## config.mk

```make
export PLATFORM = sky130hd
export DESIGN_NAME = mem_access_unit
export DESIGN_NICKNAME = d
export VERILOG_FILES = /design/src/rtl/mem_access_unit_pkg.sv /design/src/rtl/mem_access_unit_lane_merge.sv /design/src/rtl/mem_access_unit.sv
export SDC_FILE = /design/constraint.sdc
export NUM_CORES = 1
export LEC_CHECK = 0
export CAP_MARGIN = 20
export CORE_MARGIN = 4
export CORE_UTILIZATION = 47
export CTS_BUF_LIST = sky130_fd_sc_hd__clkbuf_8 sky130_fd_sc_hd__clkbuf_16
export CTS_CLUSTER_SIZE = 24
export DETAILED_ROUTE_END_ITERATION = 12
export GPL_TIMING_DRIVEN = 0
export PLACE_DENSITY = 0.84
export SLEW_MARGIN = 20
export SYNTH_ARGS = -nofsm -noshare
export SYNTH_HDL_FRONTEND = slang
export SYNTH_SLANG_ARGS = --single-unit
export TNS_END_PERCENT = 20
```

## constraint.sdc

```tcl
create_clock -name clk -period 3.1 [get_ports clk]
set_input_delay 0.62 -clock clk [delete_from_list [all_inputs] [get_ports clk]]
set_output_delay 0.62 -clock clk [all_outputs]
set_load 0.05 [all_outputs]
```

## src/rtl/mem_access_unit_pkg.sv

```systemverilog
// mem_access_unit_pkg: shared size encodings, FSM states and alignment rule
package mem_access_unit_pkg;
  localparam logic [1:0] SIZE_WORD = 2'b00;
  localparam logic [1:0] SIZE_HALF = 2'b01;
  localparam logic [1:0] SIZE_BYTE = 2'b10;
  typedef enum logic [2:0] {
    IDLE     = 3'd0,
    RD_WAIT  = 3'd1,
    RMW_WAIT = 3'd2,
    WRITE    = 3'd3,
    FINISH   = 3'd4
  } state_t;
  function automatic logic misaligned(input logic [1:0] size, input logic [1:0] lsb);
    return size == 2'b11 || (size == SIZE_WORD && lsb != 2'b00) || (size == SIZE_HALF && lsb[0]);
  endfunction
endpackage

```

## src/rtl/mem_access_unit_lane_merge.sv

```systemverilog
// lane_merge: little-endian byte/half extract-and-extend for loads and lane merge for stores
module lane_merge
  import mem_access_unit_pkg::*;
(
  input  logic [31:0] word,
  input  logic [1:0]  size,
  input  logic [1:0]  offset,
  input  logic        sign_ext,
  input  logic [15:0] wdata,
  output logic [31:0] load_data,
  output logic [31:0] merged
);
  logic [7:0]  b;
  logic [15:0] h;
  always_comb begin
    b = word[8*offset +: 8];
    h = offset[1] ? word[31:16] : word[15:0];
    load_data = size == SIZE_BYTE ? {{24{sign_ext & b[7]}}, b} :
                size == SIZE_HALF ? {{16{sign_ext & h[15]}}, h} : word;
    merged = word;
    if (size == SIZE_BYTE) merged[8*offset +: 8] = wdata[7:0];
    else if (size == SIZE_HALF) merged[16*offset[1] +: 16] = wdata;
  end
endmodule

```

## src/rtl/mem_access_unit.sv

```systemverilog
// mem_access_unit: load/store responder driving a word-addressed synchronous memory
module mem_access_unit
  import mem_access_unit_pkg::*;
#(
  parameter int READ_LATENCY = 1
) (
  input  logic        clk,
  input  logic        reset,
  input  logic        MemRead,
  input  logic        MemWrite,
  input  logic [1:0]  Size,
  input  logic        SignExt,
  input  logic [31:0] Addr,
  input  logic [31:0] WData,
  output logic [31:0] RData,
  output logic        Done,
  output logic        Busy,
  output logic        Err,
  output logic [31:0] mem_addr,
  output logic        mem_wr,
  output logic [31:0] mem_din,
  input  logic [31:0] mem_dout
);
  state_t      state, next;
  logic [3:0]  cnt;
  logic [1:0]  size, off;
  logic        sign_ext, err, req, bad, accept, waiting;
  logic [15:0] wdata;
  logic [31:0] load_data, merged;
  assign req = MemRead | MemWrite;
  assign bad = misaligned(Size, Addr[1:0]);
  assign accept = state == IDLE && req;
  assign waiting = state == RD_WAIT || state == RMW_WAIT;
  lane_merge u_lane (
    .word(mem_dout),
    .size(size),
    .offset(off),
    .sign_ext(sign_ext),
    .wdata(wdata),
    .load_data(load_data),
    .merged(merged)
  );
  always_comb begin
    next = state;
    Done = state == FINISH;
    Busy = state != IDLE;
    mem_wr = state == WRITE;
    Err = Done & err;
    case (state)
      IDLE:     if (req) next = bad ? FINISH : MemRead ? RD_WAIT : Size == SIZE_WORD ? WRITE : RMW_WAIT;
      RD_WAIT:  if (cnt == 4'd0) next = FINISH;
      RMW_WAIT: if (cnt == 4'd0) next = WRITE;
      WRITE:    next = FINISH;
      default:  next = IDLE;
    endcase
  end
  always_ff @(posedge clk) begin
    if (reset) begin
      state <= IDLE;
      cnt <= '0;
      RData <= '0;
      mem_addr <= '0;
      mem_din <= '0;
      size <= SIZE_WORD;
      off <= '0;
      sign_ext <= 1'b0;
      wdata <= '0;
      err <= 1'b0;
    end else begin
      state <= next;
      if (accept) begin
        mem_addr <= {Addr[31:2], 2'b00};
        off <= Addr[1:0];
        size <= Size;
        sign_ext <= SignExt;
        wdata <= WData[15:0];
        err <= bad;
        cnt <= 4'(READ_LATENCY);
      end else if (waiting && cnt != 4'd0) cnt <= cnt - 4'd1;
      if (accept && next == WRITE) mem_din <= WData;
      if (state == RD_WAIT && cnt == 4'd0) RData <= load_data;
      if (state == RMW_WAIT && cnt == 4'd0) mem_din <= merged;
    end
  end
endmodule

```

# After elaboration in Yosys (flattened, before gate mapping)
# Cells that the tools add are included.
[op_classes]
n_reduce_logical = 19
eq_ne = 9
n_shift = 5
bitwise = 4
magnitude_cmp = 0
add_sub_neg = 3
mux = 18
multipliers = 0
div = 0
[op_table]
columns = ["op", "n"]
rows = [
  ["$mux W32", 6],
  ["$neg A5 Y34", 2],
  ["$bwmux W32", 2],
  ["$shift A16 B34 Y32 const A", 1],
  ["$shift A8 B34 Y32 const A", 1],
  ["$shiftx A16 B34 Y32", 1],
  ["$shiftx A8 B34 Y32", 1],
  ["$shiftx A32 B6 Y8", 1],
  ["$mux W16", 1],
  ["$mux W3", 4],
  ["$pmux W3 S4", 1],
  ["$eq A3 B2 Y1 const B", 3],
  ["$logic_and A1 B1 Y1", 7],
  ["$reduce_bool A2 Y1", 3],
  ["$eq A2 B1 Y1 const B", 2],
  ["$eq A2 B2 Y1 const B", 2],
  ["$logic_not A4 Y1", 1],
  ["$reduce_bool A4 Y1", 1],
  ["$sub A4 B1 Y4 const B", 1],
  ["$and A1 B1 Y1", 3],
  ["$eq A3 B1 Y1 const B", 1],
  ["$eq A3 B3 Y1 const B", 1],
  ["$logic_not A3 Y1", 1],
  ["$logic_or A1 B1 Y1", 3],
  ["6 further kinds", 8],
]
[totals]
mem_count = 0
reg_bits = 123
latchBits = 0
input_bits = 103
mem_bits_rw = 0
rom_bits = 0

# Longest topological paths before layout
[logic_depth]
depth_word = 11
ltp_mapped = 9
ltp_nobuf = 7

# Cells and area by module
# Synthesis repeated with hierarchy kept, for this count alone.
[hier_totals]
cells_unflattened = 822
area_unflattened_um2 = 6693.9
[modules_own_cells]
columns = ["mod", "area_each_um2", "n_inst", "seq_area_each_um2", "cells_each"]
rows = [
  ["mem_access_unit", 4722.0, 1, 2462.4, 566],
  ["lane_merge", 1971.9, 1, 0.0, 256],
]

# Worst setup path after synthesis
# No wires, ideal clock.
[synth_timing]
path_type = "register -> output"
from = "register state[2]"
to = "output Err"
path_slack_ps = 144
t_arrival_ps = 2336
path_stages_with_launch = 4
t_required_ps = 2480
path_cell_list = "dfxtp_1 > clkbuf_1 > nor3b_1 > and2_1"
[synth_between]
elab_chain_cells = 2
[synth_rtl]
columns = ["item", "line", "rtl"]
rows = [
  ["from (decl)", "mem_access_unit.sv:24", "state_t state, next;"],
  ["from (signal assigned)", "mem_access_unit.sv:70", "state <= next;"],
  ["$eq A3 B3 Y1", "mem_access_unit.sv:45", "Done = state == FINISH;"],
  ["net Done", "mem_access_unit.sv:16", "output logic Done,"],
  ["$and A1 B1 Y1", "mem_access_unit.sv:48", "Err = Done & err;"],
  ["to (decl)", "mem_access_unit.sv:18", "output logic Err,"],
]
# The timed path passes the listed nets, and every way through them passes these cells.

# Worst setup path after layout
[layout_timing]
from = "register state[2]"
to = "output Err"
[layout_between]
elab_chain_cells = 2
[layout_rtl]
columns = ["item", "line"]
rows = [
  ["$eq A3 B3 Y1", "mem_access_unit.sv:45"],
  ["$and A1 B1 Y1", "mem_access_unit.sv:48"],
]
# No other way between the ends.

==> reports/metrics.cfg <==
[power]
max-vdd-ir-drop_v=0.000364
power_w=0.00537
leakage_nw=3.50
power.density_nw_per_um2=582

[clock_network]
cts_buffers=17
cts_resized=0
clkSinkCount=123
postCtsSetupRepairBufs=0
clkTransAtPathRegs_ns=0.06
clk_latency_ns=0.42
cts_htree_levels=4
cts_hold_buf=0
cts_tree=done
cts_root_buf=clkbuf_16
ctsLongestPathBuffers=2

[routing]
vias_per_cell=5.90
topRoutingLayerUsed=met4
dr.pass1.iters=6
dr.first_iter.drc_count=911
routed-wl-met2_microns=10900
ant_nets=0
drt-met1-wl_microns=10400
drc=0
wl_met3_microns=2450
vias=7301
wl_per_cell_microns=19.8
drt_wl_total_microns=24500

[floorplanning]
design.die.area_sq_um=15600
ios=203
dieHeight_microns=125
start_util_pct=48.3
row_count=42
core-area_sq_um=13300
die_x_microns=125

[placement]
dp.cells=1206
dpl-instance-area_sq_um=8650
portBuffers=200
place_congestion=1.04
post-dp-hpwl_microns=18800

[timing]
final_max_slew_viol_count=0
tns_ns=0
finalSetupViolations=0
period_minus_slack_ns=2.90
timing.final.crit_share_pct=93.6
slew_headroom_pct=52.5
fin_skew_ns=0.00752
finalHoldViolCount=0
fmax_mhz=345
rsz0062_at_grt=no
tightest_slew_ns=0.707

[worst_hold_path]
hp-class=flop to flop

[grt]
antenna_found_initial=0
first_global_vias=6746
grt_pass1_wl_microns=37600
overflow=0
grt_max_degree=17
grt_usage_pct=30.3

[synth]
ys.flop_type=dfxtp_1
synth_edf_count=0
synth.avg_cell_area_sq_um=7.75
synth.distinct_cells=57
syn_inst=829
async_reset_ff_share_pct=0
synth_top_area_cell=dfxtp_1
netlist_area_sq_um=6420
yosysSeqAreaShare_pct=38.3
synth_top_area_share_pct=38.3
synth_warnings=0
netlist_top_cells_area=dfxtp_1 38%, nand2_1 9.4%, a21oi_1 8.6%
ys_ff_latch=123

[setup_path]
cp.arrival_ns=2.28
required_ns=2.48
path_cells=clkbuf_1 -> nor3b_1 -> and2_1 -> clkdlybuf4s50_1
slowest_delay_ns=0.79
cp-end-kind=output pin
path_delay_family=buffers and inverters
startpoint_type=flop
path_class=flop to output pin
cp_max_fo=9
cp_num_buf_inv=2
cpMaxStageDelayCell=clkdlybuf4s50_1

[finish]
drive_gt1_share_pct=7.25
layout.nets=1158
n_fill_cell=1095
final_cells=1238
syn_to_final_growth_pct=43.8
final_core_util_pct=69.5
antenna_cells=0
stdcell_area_sq_um=9230

[status]
status=finished clean

[job]
drv_cap=0

worst paths after layout:
| check | from | endpoint | slack, ns | depth (start not counted) |
|---|---|---|---|---|
| worst min register to register | mem_addr[27] | mem_addr[27] | 0.45 | 2 |
| worst max register to register | off[0] | mem_din[31] | 0.23 | 9 |
| worst min-delay path | mem_addr[27] | mem_addr[27] | 0.45 | 2 |
| worst max-delay path | state[2] | Err | 0.20 | 4 |
placed cells by master (no fill, tap or decap), types with 3 or more instances in the layout:
cell type | netlist | layout
a21boi_0 | 8 | 8
a21o_1 | 23 | 23
a21oi_1 | 111 | 111
a221o_1 | 16 | 16
a22oi_1 | 8 | 8
a311oi_1 | 9 | 9
a31oi_1 | 14 | 14
and2_1 | 8 | 8
buf_1 | 8 | 8
buf_2 | 25 | 25
buf_4 | 5 | 5
clkbuf_1 | 36 | 36
clkbuf_16 | 0 | 17
clkdlybuf4s50_1 | 0 | 200
clkinv_4 | 0 | 3
clkinvlp_4 | 0 | 4
dfxtp_1 | 123 | 123
ha_1 | 6 | 6
inv_1 | 15 | 17
mux2i_1 | 13 | 13
mux4_2 | 8 | 8
nand2_1 | 161 | 161
nand2b_1 | 8 | 8
nand3_1 | 13 | 13
nor2_1 | 66 | 66
nor2b_1 | 5 | 5
nor3_1 | 27 | 27
o21ai_0 | 18 | 18
o21ai_1 | 9 | 9
o221ai_1 | 10 | 10
o22a_1 | 13 | 13
o22ai_1 | 30 | 30
worst reg2reg max path: stages (launching register included):
cell and delay, ns:
dfxtp_1 0.46, buf_2 0.36, inv_1 0.15, ha_1 0.37, nor4bb_1 0.28, buf_1 0.41
a221o_1 0.22, o221ai_1 0.15, a21o_1 0.24, a31oi_1 0.15
stage by stage:
stage               worst slack (ns)  hold WS (ns)
finish                         0.200         0.451
global route                  0.0105         0.468
CTS                            0.193         0.454
global placement               0.232         0.442
detailed placement             0.287         0.446
floorplan                      0.144         0.436
flip-flops by register name, summed over array words and instances (netlist names):
register  cells
sign_ext      1
cnt           4
wdata        16
mem_addr     30
size          2
RData        32
off           2
state         3
err           1
mem_din      32
cell usage after synthesis, types with 5 or more instances:
cell and count:
a21boi_0 8, o22a_1 13, a21o_1 23, a22oi_1 8, a31oi_1 14, o21ai_0 18
nand3_1 13, buf_4 5, mux4_2 8, nor2_1 66, nand2_1 161, a221o_1 16
nor3_1 27, clkbuf_1 36, mux2i_1 13, dfxtp_1 123, o221ai_1 10, nand2b_1 8
inv_1 15, a311oi_1 9, buf_1 8, nor2b_1 5, o22ai_1 30, a21oi_1 111
buf_2 25, o21ai_1 9, and2_1 8, ha_1 6
metal layers:
metal,GRT usage [%],vias up
met5,0,-
met4,10.3,0
met3,8.49,64
met2,47.4,426
met1,40.4,3407
li1,-,3404
area by class of cell:
class	instances	area (sq um)	share of cell area, %
sequential	123	2460	26.7
clock buffer	18	439	4.76
multi-input combinational	617	3570	38.6
tap	176	220	2.38
clock inverter	14	146	1.59
buffer	75	339	3.67
timing repair buffer	200	2000	21.7
inverter	15	56.3	0.610
cell families (layout without fill, tap and decap cells):
kind of cell             after synthesis  in the layout  synth area share (%)
AND/OR/NAND/NOR                      305            305                  20.8
AO/OA/AOI/OAI                        280            280                  28.2
flip-flops                           123            123                  38.3
buffers and inverters                 90            322                  6.16
multiplexers                          21             21                  4.83
adder cells (fa/ha/maj)                6              6                  1.17
XOR/XNOR                               3              3                 0.409
other                                  1              2                0.0584
report_power, final:
group	internal (W)	switching [W]	total, W
clock network	0.00120	0.000756	0.00196
registers	0.00171	0.0000958	0.00181
logic	0.000592	0.00101	0.00161
Power figures use the tool's default switching activity.
